$ cat config.mk
export PLATFORM = sky130hd
export DESIGN_NAME = ultrasonic_scan_scheduler_flat
export DESIGN_NICKNAME = d
export VERILOG_FILES = /design/src/rtl/ultrasonic_scan_scheduler_if.sv /design/src/rtl/ultrasonic_scan_scheduler.sv /design/src/flat_wrapper.sv
export SDC_FILE = /design/constraint.sdc
export NUM_CORES = 1
export LEC_CHECK = 0
export CAP_MARGIN = 10
export CORE_UTILIZATION = 51
export DETAILED_ROUTE_END_ITERATION = 10
export GPL_TIMING_DRIVEN = 0
export PLACE_DENSITY = 0.72
export SLEW_MARGIN = 30
export SYNTH_ARGS = -nofsm -noshare
export SYNTH_HDL_FRONTEND = slang
export SYNTH_SLANG_ARGS = --single-unit
$ cat constraint.sdc
create_clock -name i_clock -period 1.95 [get_ports i_clock]
set_clock_uncertainty 0.1 [all_clocks]
set_input_delay 0.39 -clock i_clock [delete_from_list [all_inputs] [get_ports i_clock]]
set_output_delay 0.39 -clock i_clock [all_outputs]
set_load 0.005 [all_outputs]
$ cat src/rtl/ultrasonic_scan_scheduler_if.sv
// ---------------------------------------------------------------------------
// ultrasonic_scan_scheduler_if
// Purpose : result bus from the ultrasonic scan scheduler to its consumers
//           (tone generator frequency calculation, LED bar, ...).
// Signals :
//   result          CNT_W  echo high width in clock cycles, all-ones on timeout
//   result_id       ID_W   sensor index that result belongs to
//   result_valid    1      one-cycle strobe, one per scanned slot
//   result_timeout  1      qualifies result_valid: no complete echo in window
// Modports: master = scheduler (drives), slave = consumer (samples).
// ---------------------------------------------------------------------------
interface ultrasonic_scan_scheduler_if #(
    parameter int CNT_W = 24,
    parameter int ID_W  = 2
);
    logic [CNT_W-1:0] result;
    logic [ID_W-1:0]  result_id;
    logic             result_valid;
    logic             result_timeout;

    modport master (
        output result,
        output result_id,
        output result_valid,
        output result_timeout
    );

    modport slave (
        input result,
        input result_id,
        input result_valid,
        input result_timeout
    );
endinterface

$ cat src/rtl/ultrasonic_scan_scheduler.sv
// ---------------------------------------------------------------------------
// ultrasonic_scan_scheduler
// Purpose : time-shares NUM_SENSORS HC-SR04 style rangers round-robin. Each
//           slot fires one trigger pulse, measures the synchronized echo
//           high width in clock cycles and reports it on the result bus.
//           Slots are PERIOD_CYCLES long, TR rise to next TR rise.
// Ports   :
//   i_clock   in   system clock, all logic on posedge
//   i_reset   in   synchronous, active-high
//   i_enable  in   keep scanning; sampled only in IDLE and at slot end
//   i_mask    in   (ULTRASONIC_MASK_EN only) per-sensor scan enable
//   i_ech     in   asynchronous echo inputs, one per sensor
//   o_tr      out  trigger outputs, never more than one bit high
//   o_busy    out  high in every state except IDLE
//   res_if    master modport of ultrasonic_scan_scheduler_if
// Configuration macro: ULTRASONIC_MASK_EN
//   defined     : adds i_mask; masked sensors are skipped entirely (no TR,
//                 no result, no slot time); all-zero mask behaves as
//                 i_enable=0.
//   not defined : every index 0..NUM_SENSORS-1 is scanned in order.
// ---------------------------------------------------------------------------
module ultrasonic_scan_scheduler #(
    parameter int NUM_SENSORS    = 4,
    parameter int TRIG_CYCLES    = 500,
    parameter int TIMEOUT_CYCLES = 1500000,
    parameter int PERIOD_CYCLES  = 5000000,
    parameter int CNT_W          = 24
) (
    input  logic                       i_clock,
    input  logic                       i_reset,
    input  logic                       i_enable,
`ifdef ULTRASONIC_MASK_EN
    input  logic [NUM_SENSORS-1:0]     i_mask,
`endif
    input  logic [NUM_SENSORS-1:0]     i_ech,
    output logic [NUM_SENSORS-1:0]     o_tr,
    output logic                       o_busy,
    ultrasonic_scan_scheduler_if.master res_if
);
    localparam int ID_W = (NUM_SENSORS > 1) ? $clog2(NUM_SENSORS) : 1;

    localparam logic [CNT_W-1:0] TRIG_LAST = CNT_W'(TRIG_CYCLES - 1);
    localparam logic [CNT_W-1:0] TMO_CNT   = CNT_W'(TRIG_CYCLES + TIMEOUT_CYCLES);
    localparam logic [CNT_W-1:0] PER_LAST  = CNT_W'(PERIOD_CYCLES - 1);
    localparam logic [ID_W-1:0]  LAST_ID   = ID_W'(NUM_SENSORS - 1);

    typedef enum logic [2:0] {
        S_IDLE,
        S_TRIG,
        S_WAIT_RISE,
        S_MEASURE,
        S_HOLDOFF
    } state_t;

    state_t r_state;
    state_t w_state_next;

    logic [NUM_SENSORS-1:0] r_ech_meta;
    logic [NUM_SENSORS-1:0] r_ech_sync;
    logic                   r_ech_prev;
    logic [CNT_W-1:0]       r_slot_cnt;
    logic [CNT_W-1:0]       r_width;
    logic [ID_W-1:0]        r_slot;
    logic [CNT_W-1:0]       r_result;
    logic [ID_W-1:0]        r_result_id;
    logic                   r_result_valid;
    logic                   r_result_timeout;

    logic                   w_ech_s;
    logic                   w_rise;
    logic                   w_timeout;
    logic                   w_trig_end;
    logic                   w_period_end;
    logic                   w_go;
    logic [ID_W-1:0]        w_wrap_slot;
    logic [ID_W-1:0]        w_start_slot;
    logic [ID_W-1:0]        w_adv_slot;

    // Only the echo of the sensor owning the current slot matters.
    assign w_ech_s      = r_ech_sync[r_slot];
    // r_ech_prev tracks this sensor during TRIG as well, so an echo already
    // high when TR falls never looks like a rising edge.
    assign w_rise       = w_ech_s & ~r_ech_prev;
    assign w_timeout    = ((r_state == S_WAIT_RISE) || (r_state == S_MEASURE)) &&
                          (r_slot_cnt == TMO_CNT);
    assign w_trig_end   = (r_state == S_TRIG) && (r_slot_cnt == TRIG_LAST);
    assign w_period_end = (r_state == S_HOLDOFF) && (r_slot_cnt == PER_LAST);
    assign w_wrap_slot  = (r_slot == LAST_ID) ? '0 : r_slot + 1'b1;

`ifdef ULTRASONIC_MASK_EN
    // First index at or after base (wrapping) whose mask bit is set; returns
    // base when the mask is empty (the caller then goes idle anyway).
    function automatic logic [ID_W-1:0] pick_slot(input logic [ID_W-1:0] base,
                                                  input logic [NUM_SENSORS-1:0] mask);
        logic [NUM_SENSORS-1:0] rot;
        logic [ID_W:0]          sum;
        logic                   found;
        rot       = NUM_SENSORS'({mask, mask} >> base);
        sum       = '0;
        found     = 1'b0;
        pick_slot = base;
        for (int k = 0; k < NUM_SENSORS; k++) begin
            if (!found && rot[k]) begin
                found = 1'b1;
                sum   = {1'b0, base} + (ID_W+1)'(k);
                if (sum >= (ID_W+1)'(NUM_SENSORS))
                    sum = sum - (ID_W+1)'(NUM_SENSORS);
                pick_slot = sum[ID_W-1:0];
            end
        end
    endfunction

    assign w_go         = i_enable & (|i_mask);
    assign w_start_slot = pick_slot(r_slot, i_mask);
    assign w_adv_slot   = pick_slot(w_wrap_slot, i_mask);
`else
    assign w_go         = i_enable;
    assign w_start_slot = r_slot;
    assign w_adv_slot   = w_wrap_slot;
`endif

    // ---------------- FSM: state register ----------------
    always_ff @(posedge i_clock) begin
        if (i_reset) r_state <= S_IDLE;
        else         r_state <= w_state_next;
    end

    // ---------------- FSM: next-state logic ----------------
    always_comb begin
        w_state_next = r_state;
        case (r_state)
            S_IDLE:      if (w_go) w_state_next = S_TRIG;
            S_TRIG:      if (w_trig_end) w_state_next = S_WAIT_RISE;
            S_WAIT_RISE: begin
                // Timeout takes priority over any echo activity on the same cycle.
                if (w_timeout)   w_state_next = S_HOLDOFF;
                else if (w_rise) w_state_next = S_MEASURE;
            end
            S_MEASURE: begin
                if (w_timeout || !w_ech_s) w_state_next = S_HOLDOFF;
            end
            S_HOLDOFF:   if (w_period_end) w_state_next = w_go ? S_TRIG : S_IDLE;
            default:     w_state_next = S_IDLE;
        endcase
    end

    // ---------------- FSM: outputs ----------------
    always_comb begin
        o_tr = '0;
        if (r_state == S_TRIG) o_tr[r_slot] = 1'b1;
        o_busy = (r_state != S_IDLE);
    end

    // ---------------- datapath ----------------
    always_ff @(posedge i_clock) begin
        if (i_reset) begin
            r_ech_meta       <= '0;
            r_ech_sync       <= '0;
            r_ech_prev       <= 1'b0;
            r_slot_cnt       <= '0;
            r_width          <= '0;
            r_slot           <= '0;
            r_result         <= '0;
            r_result_id      <= '0;
            r_result_valid   <= 1'b0;
            r_result_timeout <= 1'b0;
        end else begin
            r_ech_meta     <= i_ech;
            r_ech_sync     <= r_ech_meta;
            r_ech_prev     <= w_ech_s;
            r_result_valid <= 1'b0;

            // Slot counter restarts on every TR rise so the period stays exact.
            if (w_state_next == S_TRIG && r_state != S_TRIG)
                r_slot_cnt <= '0;
            else if (r_state != S_IDLE)
                r_slot_cnt <= r_slot_cnt + 1'b1;

            if (r_state == S_IDLE && w_go)
                r_slot <= w_start_slot;
            else if (w_period_end)
                r_slot <= w_adv_slot;

            if (r_state == S_WAIT_RISE && w_rise)
                r_width <= CNT_W'(1);
            else if (r_state == S_MEASURE && w_ech_s && r_width != '1)
                r_width <= r_width + 1'b1;

            if (w_timeout) begin
                r_result         <= '1;
                r_result_id      <= r_slot;
                r_result_timeout <= 1'b1;
                r_result_valid   <= 1'b1;
            end else if (r_state == S_MEASURE && !w_ech_s) begin
                r_result         <= r_width;
                r_result_id      <= r_slot;
                r_result_timeout <= 1'b0;
                r_result_valid   <= 1'b1;
            end
        end
    end

    assign res_if.result         = r_result;
    assign res_if.result_id      = r_result_id;
    assign res_if.result_valid   = r_result_valid;
    assign res_if.result_timeout = r_result_timeout;

endmodule
$ cat src/flat_wrapper.sv
// flat-port wrapper written by rule: the top's interface ports become plain ports
module ultrasonic_scan_scheduler_flat 
#(
    parameter int NUM_SENSORS    = 4,
    parameter int TRIG_CYCLES    = 500,
    parameter int TIMEOUT_CYCLES = 1500000,
    parameter int PERIOD_CYCLES  = 5000000,
    parameter int CNT_W          = 24
)
  (i_clock, i_reset, i_enable, i_ech, o_tr, o_busy, res_if_result, res_if_result_id, res_if_result_valid, res_if_result_timeout);
  ultrasonic_scan_scheduler_if #(.CNT_W(CNT_W)) res_if_i ();
  input  logic i_clock;
  input  logic i_reset;
  input  logic i_enable;
  input  logic [NUM_SENSORS-1:0] i_ech;
  output logic [NUM_SENSORS-1:0] o_tr;
  output logic o_busy;
  output wire logic [$bits(res_if_i.result)-1:0] res_if_result;
  output wire logic [$bits(res_if_i.result_id)-1:0] res_if_result_id;
  output wire logic [$bits(res_if_i.result_valid)-1:0] res_if_result_valid;
  output wire logic [$bits(res_if_i.result_timeout)-1:0] res_if_result_timeout;
  assign res_if_result = res_if_i.result;
  assign res_if_result_id = res_if_i.result_id;
  assign res_if_result_valid = res_if_i.result_valid;
  assign res_if_result_timeout = res_if_i.result_timeout;
  ultrasonic_scan_scheduler #(.NUM_SENSORS(NUM_SENSORS), .TRIG_CYCLES(TRIG_CYCLES), .TIMEOUT_CYCLES(TIMEOUT_CYCLES), .PERIOD_CYCLES(PERIOD_CYCLES), .CNT_W(CNT_W)) u_core (.i_clock(i_clock), .i_reset(i_reset), .i_enable(i_enable), .i_ech(i_ech), .o_tr(o_tr), .o_busy(o_busy), .res_if(res_if_i));
endmodule
# Yosys cells after proc, flatten, opt, wreduce, memory -nomap -nowiden
# Cells that the tools add are included.
[totals] word_cells=75 regBits=90 out_inout_bits=33 inputBits=7
[op_classes] bitwise_logic=3 n_addsub=3 n_mux=24 magnitude_cmp=2 eq_ne=11 n_reduce_logical=20
[op_table] operator="adder 24 x 1 -> 24 bit, second input constant" n=2
[op_table] operator="two-way mux 24 bit" n=2
[op_table] operator="equality test 24 x 21 -> 1 bit, second input constant" n=1
[op_table] operator="equality test 24 x 23 -> 1 bit, second input constant" n=1
[op_table] operator="equality test 24 x 9 -> 1 bit, second input constant" n=1
[op_table] operator="!= test 24 bit, second input constant" n=1
[op_table] operator="two-way mux 3 bit" n=6
[op_table] operator="one-hot mux 3 bit (5 select lines)" n=1
[op_table] operator="logical AND 1 bit" n=10
[op_table] operator="two-way mux 1 bit" n=9
[op_table] operator="equality test 3 x 1 -> 1 bit, second input constant" n=2
[op_table] operator="equality test 3 x 2 -> 1 bit, second input constant" n=2
[op_table] operator="two-way mux 2 bit" n=3
[op_table] operator="two-way mux 4 bit" n=1
[op_table] operator="nonzero test 2 bit" n=2
[op_table] operator="OR reduction 2 bit" n=2
[op_table] operator="equality test 3 bit, second input constant" n=1
[op_table] operator="logical NOT 3 bit" n=1
[op_table] operator="less-than comparator 2 x 3 -> 1 bit, second input constant" n=1
[op_table] operator="!= test 3 x 1 -> 1 bit, second input constant" n=1
[op_table] operator="nonzero test 3 bit" n=1
[op_table] operator="adder 2 x 1 -> 2 bit, second input constant" n=1
[op_table] operator="binary-select mux 1 bit (select 2 bit)" n=1
[op_table] operator="demux 1 bit (select 2 bit)" n=1
[op_table] operator="7 further kinds" n=9

# Depth between registers and ports, before layout
[logic_depth] ltp_word=9 ltp_mapped=8 mapped_depth_nobuf=6

# Least setup slack after synthesis
# OpenSTA, ideal clock, no wires.
[synth_path] path_kind="register to register" from="reg u_core.r_width[1]" to="reg u_core.r_width[16]" required_ns=1.715 n_path_buf=1 slack_ns=-0.172 arrival_ns=1.887 setup_ns=0.135 stages_incl_launch_ff=8 synth_period_minus_slack_ns=2.122 cell_sequence="dfxtp_1 ha_1 inv_1 or3_1 clkbuf_1 or3_1 o311ai_0 o41ai_1"
[synth_between] elab_chain_len=2 word_cells_on_any_way=3 classes_between="add/sub: 1; eq/ne: 1; reduce/logical: 1"
[synth_rtl] element="start: declaration" line_no="ultrasonic_scan_scheduler.sv:62" rtl="logic [CNT_W-1:0] r_width;"
[synth_rtl] element="start signal: assignment" line_no="ultrasonic_scan_scheduler.sv:187" rtl="r_width <= r_width + 1'b1;"
[synth_rtl] element="branches (longest 2 deep; another with adder 24 x 1 -> 24 bit)"
# Parallel ways; which one is timed is not known.
# A chain may end at the register's enable or synchronous reset.

# Worst setup path after layout
[layout_path] from="reg u_core.r_width[3]" to="reg u_core.r_width[0]"
[layout_between] elab_chain_len=3
[layout_rtl] element="!= test 24 bit" line_no="ultrasonic_scan_scheduler.sv:186" rtl="else if (r_state == S_MEASURE && w_ech_s && r_width != '1)"
[layout_rtl] element="logical AND 1 bit" line_no="ultrasonic_scan_scheduler.sv:186"
[layout_rtl] element="nonzero test 2 bit (no source line)"
# Every way passes these cells.

==> results.py <==
metrics = {
    "status": {
        "status": "finished with violations",
        "violations": "setup timing",
    },
    "power": {
        "powerDensity_nw_per_um2": 551,
        "vdd_ir_drop_max_v": 0.000337,
        "p_leak_nw": 2.10,
    },
    "final_layout": {
        "final_cells": 698,
        "diodes": 0,
        "finish.utilization_pct": 78.4,
        "multi_input_area_um2": 2740,
        "fin_nets": 605,
        "seq_area_um2": 1890,
        "area_growth_pct": 48.5,
        "fill_cells": 497,
        "drive_above_1_share_pct": 35.9,
    },
    "synth": {
        "yosysWarningCount": 0,
        "yosysSeqAreaShare_pct": 43.9,
        "synth.area.mux_share_pct": 1.53,
        "postSynthAreaPerCell_um2": 8.33,
        "synth_top_family_by_area": "simple AND/OR/NAND/NOR gates",
        "synthAdderAreaFrac_pct": 2.14,
        "ys_ff_latch": 90,
        "synth_compound_area_share_pct": 13.1,
        "syn_nets": 506,
        "ys_types": 50,
        "netlist_area_um2": 4100,
        "synth_edf_count": 0,
        "synth_cells": 492,
        "async_flop_share_pct": 0,
        "yosys.area_share.simple_pct": 30.2,
        "post_synth_xor_area_fraction_pct": 5.13,
        "ys.flop_type": "dfxtp_1",
    },
    "cts": {
        "cts_buffer_depth": 2,
        "clkSinkCount": 90,
        "cts_tree": "done",
        "numCtsBuffers": 9,
        "cts-htree-levels": 3,
        "root_buffer": "clkbuf_8",
        "cts.reportedPaths.clkPinSlew_ns": 0.09,
        "holdBufCountCts": 0,
        "insertion_delay_ns": 0.37,
    },
    "floorplanning": {
        "coreArea_um2": 7770,
        "ios": 40,
        "die_x_um": 91.7,
        "die_h_um": 91.7,
        "dieArea_um2": 8400,
        "rows": 32,
        "initial_core_util_pct": 52.8,
    },
    "timing": {
        "holdWs_ns": 0.323,
        "rsz0062_at_grt": "true",
        "timing.final.ws_setup_ns": -0.260,
        "layout_min_cycle_time_ns": 2.21,
        "relSlewSlack_pct": 43.4,
        "hold_violations": 0,
        "finalSetupViolCount": 78,
        "worst_slew_pin_slew_ns": 0.849,
        "finalCritPeriodShare_pct": 113,
        "fmax_mhz": 453,
        "slew_violations": 0,
    },
    "worst_setup_path": {
        "worst_ep_required_time_ns": 2.09,
        "critPathLaunchType": "flop",
        "cp_max_fo": 7,
        "worst_path_largest_cell_delay_ns": 0.43,
        "critPathCaptureType": "flop",
        "cp.arrival_ns": 2.35,
        "path_delay_family": "simple AND/OR/NAND/NOR gates",
        "crit_chain": "nand4_1 > buf_4 > or3_4 > nor3_4 > buf_6 > nor3_1 > a2111oi_2",
        "crit_path_top_delay_cell": "or3_4",
        "crit_buf_inv": 2,
        "worst-setup-path-type": "reg -> reg",
    },
    "grt": {
        "grt_usage_pct": 29.4,
        "grt_pass1_wl_um": 19500,
        "grt_pass1_vias": 3996,
        "grt_max_degree": 16,
        "overflow": 0,
        "antenna_found_initial": 0,
    },
    "place": {
        "dp_hpwl_um": 7070,
        "dp_cells": 632,
        "finalWeightedCongestion": 0.828,
        "io_buffers": 38,
    },
    "routing": {
        "wl_um": 13500,
        "drtIter0Drc": 405,
        "drt-wirelength-per-cell_um": 19.3,
        "viasPerCell": 6.24,
        "drt_pre_antenna_iters": 5,
        "drc": 0,
        "final_antenna_net_count": 0,
        "vias": 4357,
    },
    "min_path": {
        "hold_path.class": "in -> reg",
    },
    "flow_run": {
        "maxCapViolations": 0,
    },
}
worst paths after layout:
path	startpoint	to	slack, ns	cells after the start
setup / recovery	u_core.r_width[3]$_SDFFE_PP0P_	u_core.r_width[0]$_SDFFE_PP0P_	-0.26	7
hold / removal	i_reset	u_core.r_ech_meta[1]$_SDFF_PP0_	0.32	2
setup reg to reg	u_core.r_width[3]$_SDFFE_PP0P_	u_core.r_width[0]$_SDFFE_PP0P_	-0.26	7
hold reg to reg	u_core.r_ech_meta[1]$_SDFF_PP0_	u_core.r_ech_sync[1]$_SDFF_PP0_	0.35	1
cell usage in the layout (no fill, tap or decap), types with 14 or more instances in the layout:
master,count
a21oi_1,17
clkdlybuf4s50_1,33
dfxtp_2,19
nand4_1,14
clkbuf_8,18
dfxtp_1,55
nand2_1,72
a31oi_1,18
dfxtp_4,16
nor2_1,20
xor2_1,19
buf_4,41
nand3_1,17
registers in the layout, indices dropped and copies added (netlist names):
register                      flops
u_core.r_slot                     2
u_core.r_ech_prev                 1
u_core.r_width                   24
u_core.res_if.result             24
u_core.res_if.result_id           2
u_core.r_state                    3
u_core.res_if.result_valid        1
u_core.r_ech_sync                 4
u_core.res_if.result_timeout      1
u_core.r_slot_cnt                24
u_core.r_ech_meta                 4
metal layers:
layer / global-route usage, % / part of all wire, % / up-vias
met5: 0 / 0 / -
met2: 48.4 / 49 / 234
li1: - / - / 1963
met4: 14.3 / 3.9 / 0
met3: 5.80 / 6.5 / 58
met1: 37.0 / 41 / 2102
worst register-to-register path, cell delays in order (launching register included):
cell	delay, ns
dfxtp_4	0.35
nand4_1	0.16
buf_4	0.19
or3_4	0.44
nor3_4	0.32
buf_6	0.18
nor3_1	0.07
a2111oi_2	0.28
synthesized netlist by cell type (2+ instances only):
master / count / area (µm²)
and2_1: 2 / 12.5
clkbuf_1: 22 / 82.6
a31oi_1: 25 / 156
or4_1: 16 / 120
o31ai_1: 9 / 67.6
nand3b_1: 2 / 15.0
a21oi_1: 21 / 105
or3_1: 8 / 50.1
nor4_1: 10 / 62.6
o211ai_1: 3 / 22.5
nand3_1: 20 / 100
and3_1: 9 / 56.3
nor2_1: 39 / 146
nor2b_1: 11 / 68.8
o311ai_0: 2 / 17.5
nand4_1: 14 / 87.6
nand2_1: 75 / 282
inv_1: 15 / 56.3
or2_2: 2 / 12.5
o21ai_0: 13 / 65.1
ha_1: 7 / 87.6
xnor2_1: 5 / 43.8
nand2b_1: 6 / 37.5
mux2i_1: 4 / 40.0
nor3_1: 12 / 60.1
a31o_2: 2 / 17.5
o41ai_1: 2 / 17.5
nor4b_1: 2 / 17.5
dfxtp_1: 90 / 1800
xor2_1: 19 / 166
and4_1: 3 / 26.3
buf_2: 4 / 20.0
power by group:
| part | leakage [nW] | switching [W] | internal (W) |
|---|---|---|---|
| Combinational | 1.24 | 0.0000974 | 0.0000671 |
| Clock | 0.106 | 0.000682 | 0.000670 |
| Sequential | 0.749 | 0.0000104 | 0.00183 |
cells by family after synthesis:
family / after synthesis
adders and majority gates: 7
buffers and inverters: 42
xor gates and xnor gates: 24
DFF: 90
muxes: 5
AOI/OAI and AO/OA: 85
and+or+nand+nor: 239
area by class of cell:
| cell class | instances | share of cell area (%) |
|---|---|---|
| Sequential cell | 90 | 31.0 |
| Timing Repair Buffer | 91 | 13.9 |
| Buffer | 24 | 3.64 |
| Multi-Input combinational cell | 360 | 45.0 |
| Tap cell | 102 | 2.10 |
| Inverter | 15 | 0.925 |
| Clock inverter | 5 | 0.986 |
| Clock buffer | 11 | 2.49 |
stage by stage:
step	power [W]	TNS, ns	setup slack (ns)	cell area [µm²]
floorplan	0.00196	-0.327	-0.0757	4130
global placement	0.00200	-16.14	-0.338	4630
detailed placement	0.00200	-18.05	-0.360	4640
CTS	0.00332	-2.43	-0.193	5580
global route	0.00344	-9.71	-0.312	6090
finish	0.00335	-7.04	-0.260	6090
timing repair:
item,in CTS,in global routing
gates cloned,4,3
setup buffers,40,6
endpoints found under the hold margin,0,0
resized for setup,123,104
pin swaps,32,37
endpoints found under the setup margin,81,83
Note: power is estimated with default switching activity, not from simulation.
